$ cat config.mk
export PLATFORM = sky130hd
export DESIGN_NAME = opti_input_feeder
export DESIGN_NICKNAME = d
export VERILOG_FILES = /design/src/rtl/opti_input_feeder.sv
export SDC_FILE = /design/constraint.sdc
export NUM_CORES = 1
export LEC_CHECK = 0
export ABC_AREA = 1
export BUFFER_PORTS_ARGS = -buffer_cell sky130_fd_sc_hd__buf_2
export CORE_UTILIZATION = 56
export CTS_CLUSTER_SIZE = 20
export DETAILED_ROUTE_END_ITERATION = 16
export PLACE_DENSITY = 0.83
export SYNTH_ARGS = -nofsm -noshare
export SYNTH_HDL_FRONTEND = slang
export SYNTH_SLANG_ARGS = --single-unit
$ cat constraint.sdc
create_clock -name clk -period 1.91 [get_ports clk]
set_input_delay 0.191 -clock clk [delete_from_list [all_inputs] [get_ports clk]]
set_output_delay 0.191 -clock clk [all_outputs]
set_load 0.02 [all_outputs]
$ cat src/rtl/opti_input_feeder.sv
`default_nettype none
// ============================================================================
//  Module   : opti_input_feeder
//  Brief    : Input-side sequencer for the IIR SOS cascade. Reads the sample
//             buffer from address 0 upward, presents each sample with a
//             valid/ready handshake at a minimum spacing, then appends
//             FLUSH_LEN zero samples so the output side can settle.
//  Revision : 1.0  initial release
// ============================================================================
module opti_input_feeder #(
  parameter int NUM_SAMPLES = 2048,
  parameter int FLUSH_LEN   = 237,
  parameter int SPACING     = 4,
  parameter int AW          = 11,
  parameter int DW          = 16
) (
  input  logic          clk,
  input  logic          rst_n,
  input  logic          start,
  output logic          rom_en,
  output logic [AW-1:0] rom_addr,
  input  logic [DW-1:0] rom_data,
  input  logic          sos_in_ready,
  output logic          sos_in_valid,
  output logic [DW-1:0] sos_in_data,
  output logic          busy,
  output logic          feed_done
);

  localparam int              c_total     = NUM_SAMPLES + FLUSH_LEN;
  localparam int              c_cnt_w     = $clog2(c_total + 1);
  localparam logic [c_cnt_w-1:0] c_num    = c_cnt_w'(NUM_SAMPLES);
  localparam logic [c_cnt_w-1:0] c_last   = c_cnt_w'(c_total - 1);
  localparam logic [AW-1:0]   c_last_addr = AW'(NUM_SAMPLES - 1);
  // READ + LOAD + SEND already account for three cycles of the spacing;
  // the gap counter covers the remainder and counts down to zero.
  localparam bit              c_use_gap   = (SPACING > 3);
  localparam logic [7:0]      c_gap_load  = 8'((SPACING > 3) ? (SPACING - 4) : 0);

  typedef enum logic [2:0] {
    S_IDLE = 3'd0,
    S_READ = 3'd1,
    S_LOAD = 3'd2,
    S_SEND = 3'd3,
    S_GAP  = 3'd4,
    S_DONE = 3'd5
  } state_t;

  state_t               r_state;
  state_t               w_next;
  logic [c_cnt_w-1:0]   r_sample_cnt;
  logic [7:0]           r_gap_cnt;
  logic                 w_buffer_phase;
  logic                 w_start_ok;
  logic                 w_xfer;
  logic                 w_last_xfer;
  logic                 w_addr_step;

  assign w_buffer_phase = (r_sample_cnt < c_num);
  assign w_start_ok     = start && ((r_state == S_IDLE) || (r_state == S_DONE));
  assign w_xfer         = (r_state == S_SEND) && sos_in_valid && sos_in_ready;
  assign w_last_xfer    = w_xfer && (r_sample_cnt == c_last);
  // The address saturates at the last buffer entry so it never wraps.
  assign w_addr_step    = w_xfer && w_buffer_phase && (rom_addr != c_last_addr);

  // Buffer read is issued only in READ and only while buffer samples remain.
  assign rom_en = (r_state == S_READ) && w_buffer_phase;

  // State register.
  always_ff @(posedge clk or negedge rst_n) begin
    if (!rst_n) begin
      r_state <= S_IDLE;
    end else begin
      r_state <= w_next;
    end
  end

  // Next-state decode.
  always_comb begin
    w_next = r_state;
    case (r_state)
      S_IDLE, S_DONE: begin
        if (start) w_next = S_READ;
      end
      S_READ: w_next = S_LOAD;
      S_LOAD: w_next = S_SEND;
      S_SEND: begin
        if (w_xfer) begin
          if (w_last_xfer)    w_next = S_DONE;
          else if (c_use_gap) w_next = S_GAP;
          else                w_next = S_READ;
        end
      end
      S_GAP: begin
        if (r_gap_cnt == 8'd0) w_next = S_READ;
      end
      default: w_next = S_IDLE;
    endcase
  end

  // Datapath: address, counters, handshake and status registers.
  always_ff @(posedge clk or negedge rst_n) begin
    if (!rst_n) begin
      rom_addr     <= '0;
      r_sample_cnt <= '0;
      r_gap_cnt    <= '0;
      sos_in_valid <= 1'b0;
      sos_in_data  <= '0;
      busy         <= 1'b0;
      feed_done    <= 1'b0;
    end else begin
      if (w_start_ok) begin
        rom_addr     <= '0;
        r_sample_cnt <= '0;
        r_gap_cnt    <= '0;
        sos_in_valid <= 1'b0;
        busy         <= 1'b1;
        feed_done    <= 1'b0;
      end

      if (r_state == S_LOAD) begin
        sos_in_data  <= w_buffer_phase ? rom_data : '0;
        sos_in_valid <= 1'b1;
      end

      if (w_xfer) begin
        sos_in_valid <= 1'b0;
        r_sample_cnt <= r_sample_cnt + c_cnt_w'(1);
        r_gap_cnt    <= c_gap_load;
        if (w_addr_step) rom_addr <= rom_addr + AW'(1);
        if (w_last_xfer) begin
          busy      <= 1'b0;
          feed_done <= 1'b1;
        end
      end

      if ((r_state == S_GAP) && (r_gap_cnt != 8'd0)) begin
        r_gap_cnt <= r_gap_cnt - 8'd1;
      end
    end
  end

endmodule
`default_nettype wire
# == Yosys cells after proc, flatten, opt, wreduce, memory -nomap -nowiden ==
# Cells that the tools add are included.
# classes
n_mux,23
n_reduce_logical,17
order_cmp,1
n_addsub,3
n_eq_ne,10
# ops
op,n
11-bit 2-to-1 mux,3
12-bit 2-to-1 mux,2
8-bit 2-to-1 mux,3
16-bit 2-to-1 mux,1
3-bit case mux with 5 select lines,1
12-bit by 1-bit adder with 12-bit output (second input constant),1
12-bit equality test (second input constant),1
12-bit less-than comparator (second input constant),1
11-bit by 1-bit adder with 11-bit output (second input constant),1
11-bit inequality test (second input constant),1
1-bit 2-to-1 mux,10
3-bit 2-to-1 mux,3
1-bit logical AND,8
8-bit zero test,1
8-bit nonzero test,1
8-bit by 1-bit subtractor with 8-bit output (second input constant),1
3-bit by 2-bit equality test with 1-bit output (second input constant),2
3-bit equality test (second input constant),2
2-bit inequality test (second input constant),3
3-bit nonzero test,2
3-bit by 1-bit equality test with 1-bit output (second input constant),1
3-bit zero test,1
3-bit AND reduction,1
2-bit nonzero test,1
other kinds (2),2
# totals
register_bits,53
word_cells,62
out_inout_bits,31

# == Depth between registers and ports, before layout ==
# logic_depth
word_depth,7
depth_mapped,9

# == Least setup slack after synthesis ==
# Ideal clock, no wire load.
# synth_path
path_type,register to register
from,reg rom_addr[0]
to,reg rom_addr[10]
required_time_ns,1.794
arrival_ns,1.486
setup_time_ns,0.116
slack_ns,0.307
stages_incl_launch_ff,10
path_cell_list,dfrtp_1 -> ha_1 -> nand2_1 -> nor2_2 -> nand2_2 -> nor2_4 -> nor2_8 -> buf_8 -> nand2_1 -> nand2_1
# synth_via
elab_chain_cells,4
# synth_rtl
element,line,text
from (decl),21,"output logic [AW-1:0] rom_addr,"
from (signal assigned),130,if (w_addr_step) rom_addr <= rom_addr + AW'(1);
"parallel branches: the longest is 2 deep, another holds 11-bit by 1-bit adder with 11-bit output",--,
11-bit 2-to-1 mux *,130,
11-bit 2-to-1 mux *,126,if (w_xfer) begin
# Mark *: on every way between the ends.
# A chain may end at the register's enable or synchronous reset.

# == Worst setup path in the final report ==
# layout_path
from,reg r_state[1]
to,out rom_en
# layout_via
elab_chain_cells,2
# layout_rtl
element,line,text
from (decl),49,state_t r_state;
from (signal assigned),74,r_state <= w_next;
3-bit by 1-bit equality test with 1-bit output,67,assign rom_en = (r_state == S_READ) && w_buffer_phase;
1-bit logical AND,67,
to (decl),20,"output logic rom_en,"
# No other way between the ends.

==> run_results.csv <==
group,metric,value,unit
worst_setup_path,required,1.72,ns
worst_setup_path,critical-path-slowest-cell,"dfrtp_1",
die,io_pins,51,
yosys,ys_seq_area_share,45.1,%
die,die-area,5540,um2
yosys,synth-simple-area-share,37.6,%
timing,setup_viol,0,
timing,slew_viol_final,0,
yosys,synth.area.mux_share,0,%
power_and_ir_drop,power.internal,2.58,mW
power_and_ir_drop,switching_power,2.06,mW
grt,globalRouteTotalUtil,24.1,%
yosys,synth_seq_cells,53,
worst_setup_path,arrival,1.38,ns
cts,clk_pin_slew,0.10,ns
place,post-dp-hpwl,4450,um
worst_setup_path,r2r_start,"r_state[2]$_DFFE_PN0P_",
worst_setup_path,cp_slowest_stage_delay,0.44,ns
timing,fmax,0.636,GHz
die,initial_core_util,57.9,%
place,gp_congestion,0.866,
status,outcome,"complete, no violations",
worst_setup_path,cp_max_fo,5,
route,wl_per_cell,11.6,um
worst_setup_path,endpoint,"rom_en",
run,maxCapViolCount,0,
die,die-width,74.4,um
place,portBuffers,50,
worst_setup_path,cp-startpoint,"r_state[1]$_DFFE_PN0P_",
timing,worstMarginPinSlew,0.489,ns
cts,cts_tree,"yes",
grt,overflow,0,
power_and_ir_drop,vdd_ir_drop_max,1.02,mV
worst_setup_path,crit_path_start_kind,"flop",
yosys,synth_top_family_by_area,"simple AND/OR/NAND/NOR gates",
worst_setup_path,cp-end-kind,"output port",
power_and_ir_drop,power.share.clock,16.7,%
cts,cts_setup_buffers,0,
grt,grt_first_pass_wirelength,10300,um
cts,ctsRootBufferMaster,"clkbuf_8",
worst_setup_path,rrSetupSlack,0.34,ns
worst_setup_path,crit_family,"flip-flops",
place,placed_cell_area,3270,um2
route,drt_wl_total,6130,um
timing,tns,0,ns
timing,hold_violations,0,
layout,fin_area,3400,um2
timing,timing.final.crit_share,82.3,%
yosys,synthAdderAreaFrac,2.13,%
route,vias,2656,
yosys,synthDistinctLibCells,30,
layout,nNetsFinal,480,
power_and_ir_drop,p_comb_share,46.5,%
power_and_ir_drop,seqPwrFrac,36.9,%
yosys,synth_warnings,0,
cts,clock_path_buffers,2,
layout,stdcell_count,526,
die,row_count,26,
power_and_ir_drop,p_leak,1.91,nW
grt,grt_max_degree,34,
route,drt-initial-drc-count,177,
layout,antenna_cells,0,
die,die_h,74.4,um
cts,cts_buffers,5,
layout,drive_above_1_share,18.4,%
hold_path,hold_path_class,"input pin to flop",
timing,rsz0062_at_grt,"false",
worst_setup_path,critPathKind,"flop to output port",
layout,area_growth_syn_to_layout,15.6,%
power_and_ir_drop,p_total,4.64,mW
cts,cts_htree_levels,2,
yosys,synth_area,2940,um2
grt,antenna_found_initial,0,
worst_setup_path,worst-path-buf-inv,2,
layout,final_common_cell,"nand2_1",
route,drt_pass1_iterations,4,
yosys,synth_xor_area_share,2.68,%
cts,clk_latency,0.31,ns
timing,period_minus_slack,1.57,ns
power_and_ir_drop,p_sw_share,44.4,%
layout,most-common-layout-cells,"164 x nand2_1, 53 x dfrtp_1, 50 x buf_2",
worst_setup_path,cp.depth,4,
route,ant_nets,0,
cts,postCtsHoldBufs,1,
cts,cts_sinks,53,
cts,cts.repair.resized,0,
route,drc_errors,0,
worst_setup_path,r2r_end,"rom_addr[3]$_DFF_PN0_",
timing,fin_skew,0.00716,ns
die,core,5070,um2
worst_setup_path,crit_path_cell_trace,"inv_1, nand3_1, nor2_1, buf_2",
yosys,syn-num-nets,425,
yosys,netlist_instances,400,
place,place_inst,517,
timing,maxSlewHeadroom,67.4,%
yosys,synth.avg_cell_area,7.35,um2
route,via_per_inst,5.05,
yosys,synth-compound-area-share,4.26,%
grt,grt_pass1_vias,2475,
worst_setup_path,r2r_cells,7,
power_and_ir_drop,pwr_density_cell,1360,nW/um2
[synth_stat cells]
library cell,number,area (um2)
nand2_1,164,616
nor2_4,3,33.8
nand2_2,1,6.26
buf_4,1,7.51
nand3b_1,1,7.51
buf_2,4,20.0
xor2_1,7,61.3
o21ai_1,1,5.00
o21a_1,1,7.51
clkbuf_1,1,3.75
buf_8,1,15.0
dfrtp_1,53,1330
ha_1,5,62.6
nor3_1,3,15.0
nand4_1,4,25.0
a21oi_1,5,25.0
xnor2_1,2,17.5
o21ai_2,6,52.6
nor2_8,1,20.0
or2_2,1,6.26
nor2_2,4,25.0
clkinv_1,1,3.75
inv_2,2,7.51
nor3b_1,1,7.51
inv_1,49,184
nor2_1,27,101
o21ai_0,7,35.0
nand3_2,3,30.0
nand3_1,40,200
nand2_4,1,11.3
[area by class of cell]
cell class	count	area, um2
Sequential cell	53	1330
Fill cell	456	1680
Multi-Input combinational cell	288	1370
Tap cell	70	87.6
Clock buffer	5	68.8
Timing Repair Buffer	55	303
Inverter	52	195
Clock inverter	3	46.3
[registers in the layout, summed over array words and instances (netlist names)]
signal and flops:
busy 1, feed_done 1, r_gap_cnt 8, r_sample_cnt 12, r_state 3, rom_addr 11
sos_in_data 16, sos_in_valid 1
[routing by layer]
| metal | global-route usage [%] | share of wire, % |
|---|---|---|
| met1 | 30.3 | 46 |
| met4 | 8.18 | 1.0 |
| met3 | 4.74 | 4.0 |
| met5 | 0 | 0 |
| met2 | 41.4 | 49 |
[metrics by stage]
stage	setup WS, ns	util, %	hold slack, ns
after detailed placement	0.340	64.5	0.183
final	0.338	67.0	0.101
after CTS	0.325	67.0	0.0951
after global placement	0.396	64.5	0.173
after global routing	0.167	67.0	0.0926
after floorplan	0.307	-	-0.105
[how the worst min path moves through the flow]
stage,from,end,slack (ns),cells past startpoint
2_1_floorplan,rst_n,busy$_DFF_PN0_,-0.10,0
3_3_place_gp,rst_n,rom_addr[9]$_DFF_PN0_,0.17,1
3_5_place_dp,rst_n,rom_addr[9]$_DFF_PN0_,0.18,1
4_1_cts,rom_data[5],sos_in_data[5]$_DFFE_PN0P_,0.1,3
5_1_grt,rom_data[5],sos_in_data[5]$_DFFE_PN0P_,0.09,3
6_report,rom_data[11],sos_in_data[11]$_DFFE_PN0P_,0.10,3
[worst register-to-register path, stage by stage (launching register included)]
cell     delay (ns)
dfrtp_1        0.44
inv_2          0.11
nand3_2        0.09
nor2_4         0.29
nand2_4        0.11
nor2_8         0.29
nand2_1        0.11
o21ai_2        0.07
[power groups by stage]
stage	clock network (mW)	logic, mW	registers, mW
6_report	0.773	2.16	1.71
5_1_grt	0.834	2.45	1.76
4_1_cts	0.797	2.17	1.71
3_5_place_dp	0	2.17	1.72
3_3_place_gp	0	2.09	1.71
2_1_floorplan	0	1.40	1.92
[kinds of logic (layout without fill, tap and decap cells)]
logic type / after synthesis / count (layout)
AO/OA/AOI/OAI: 20 / 20
XOR/XNOR: 9 / 9
adder cells (fa/ha/maj): 5 / 5
buffers and inverters: 59 / 115
flip-flops: 53 / 53
AND/OR/NAND/NOR: 254 / 254
Power figures use the tool's default switching activity.
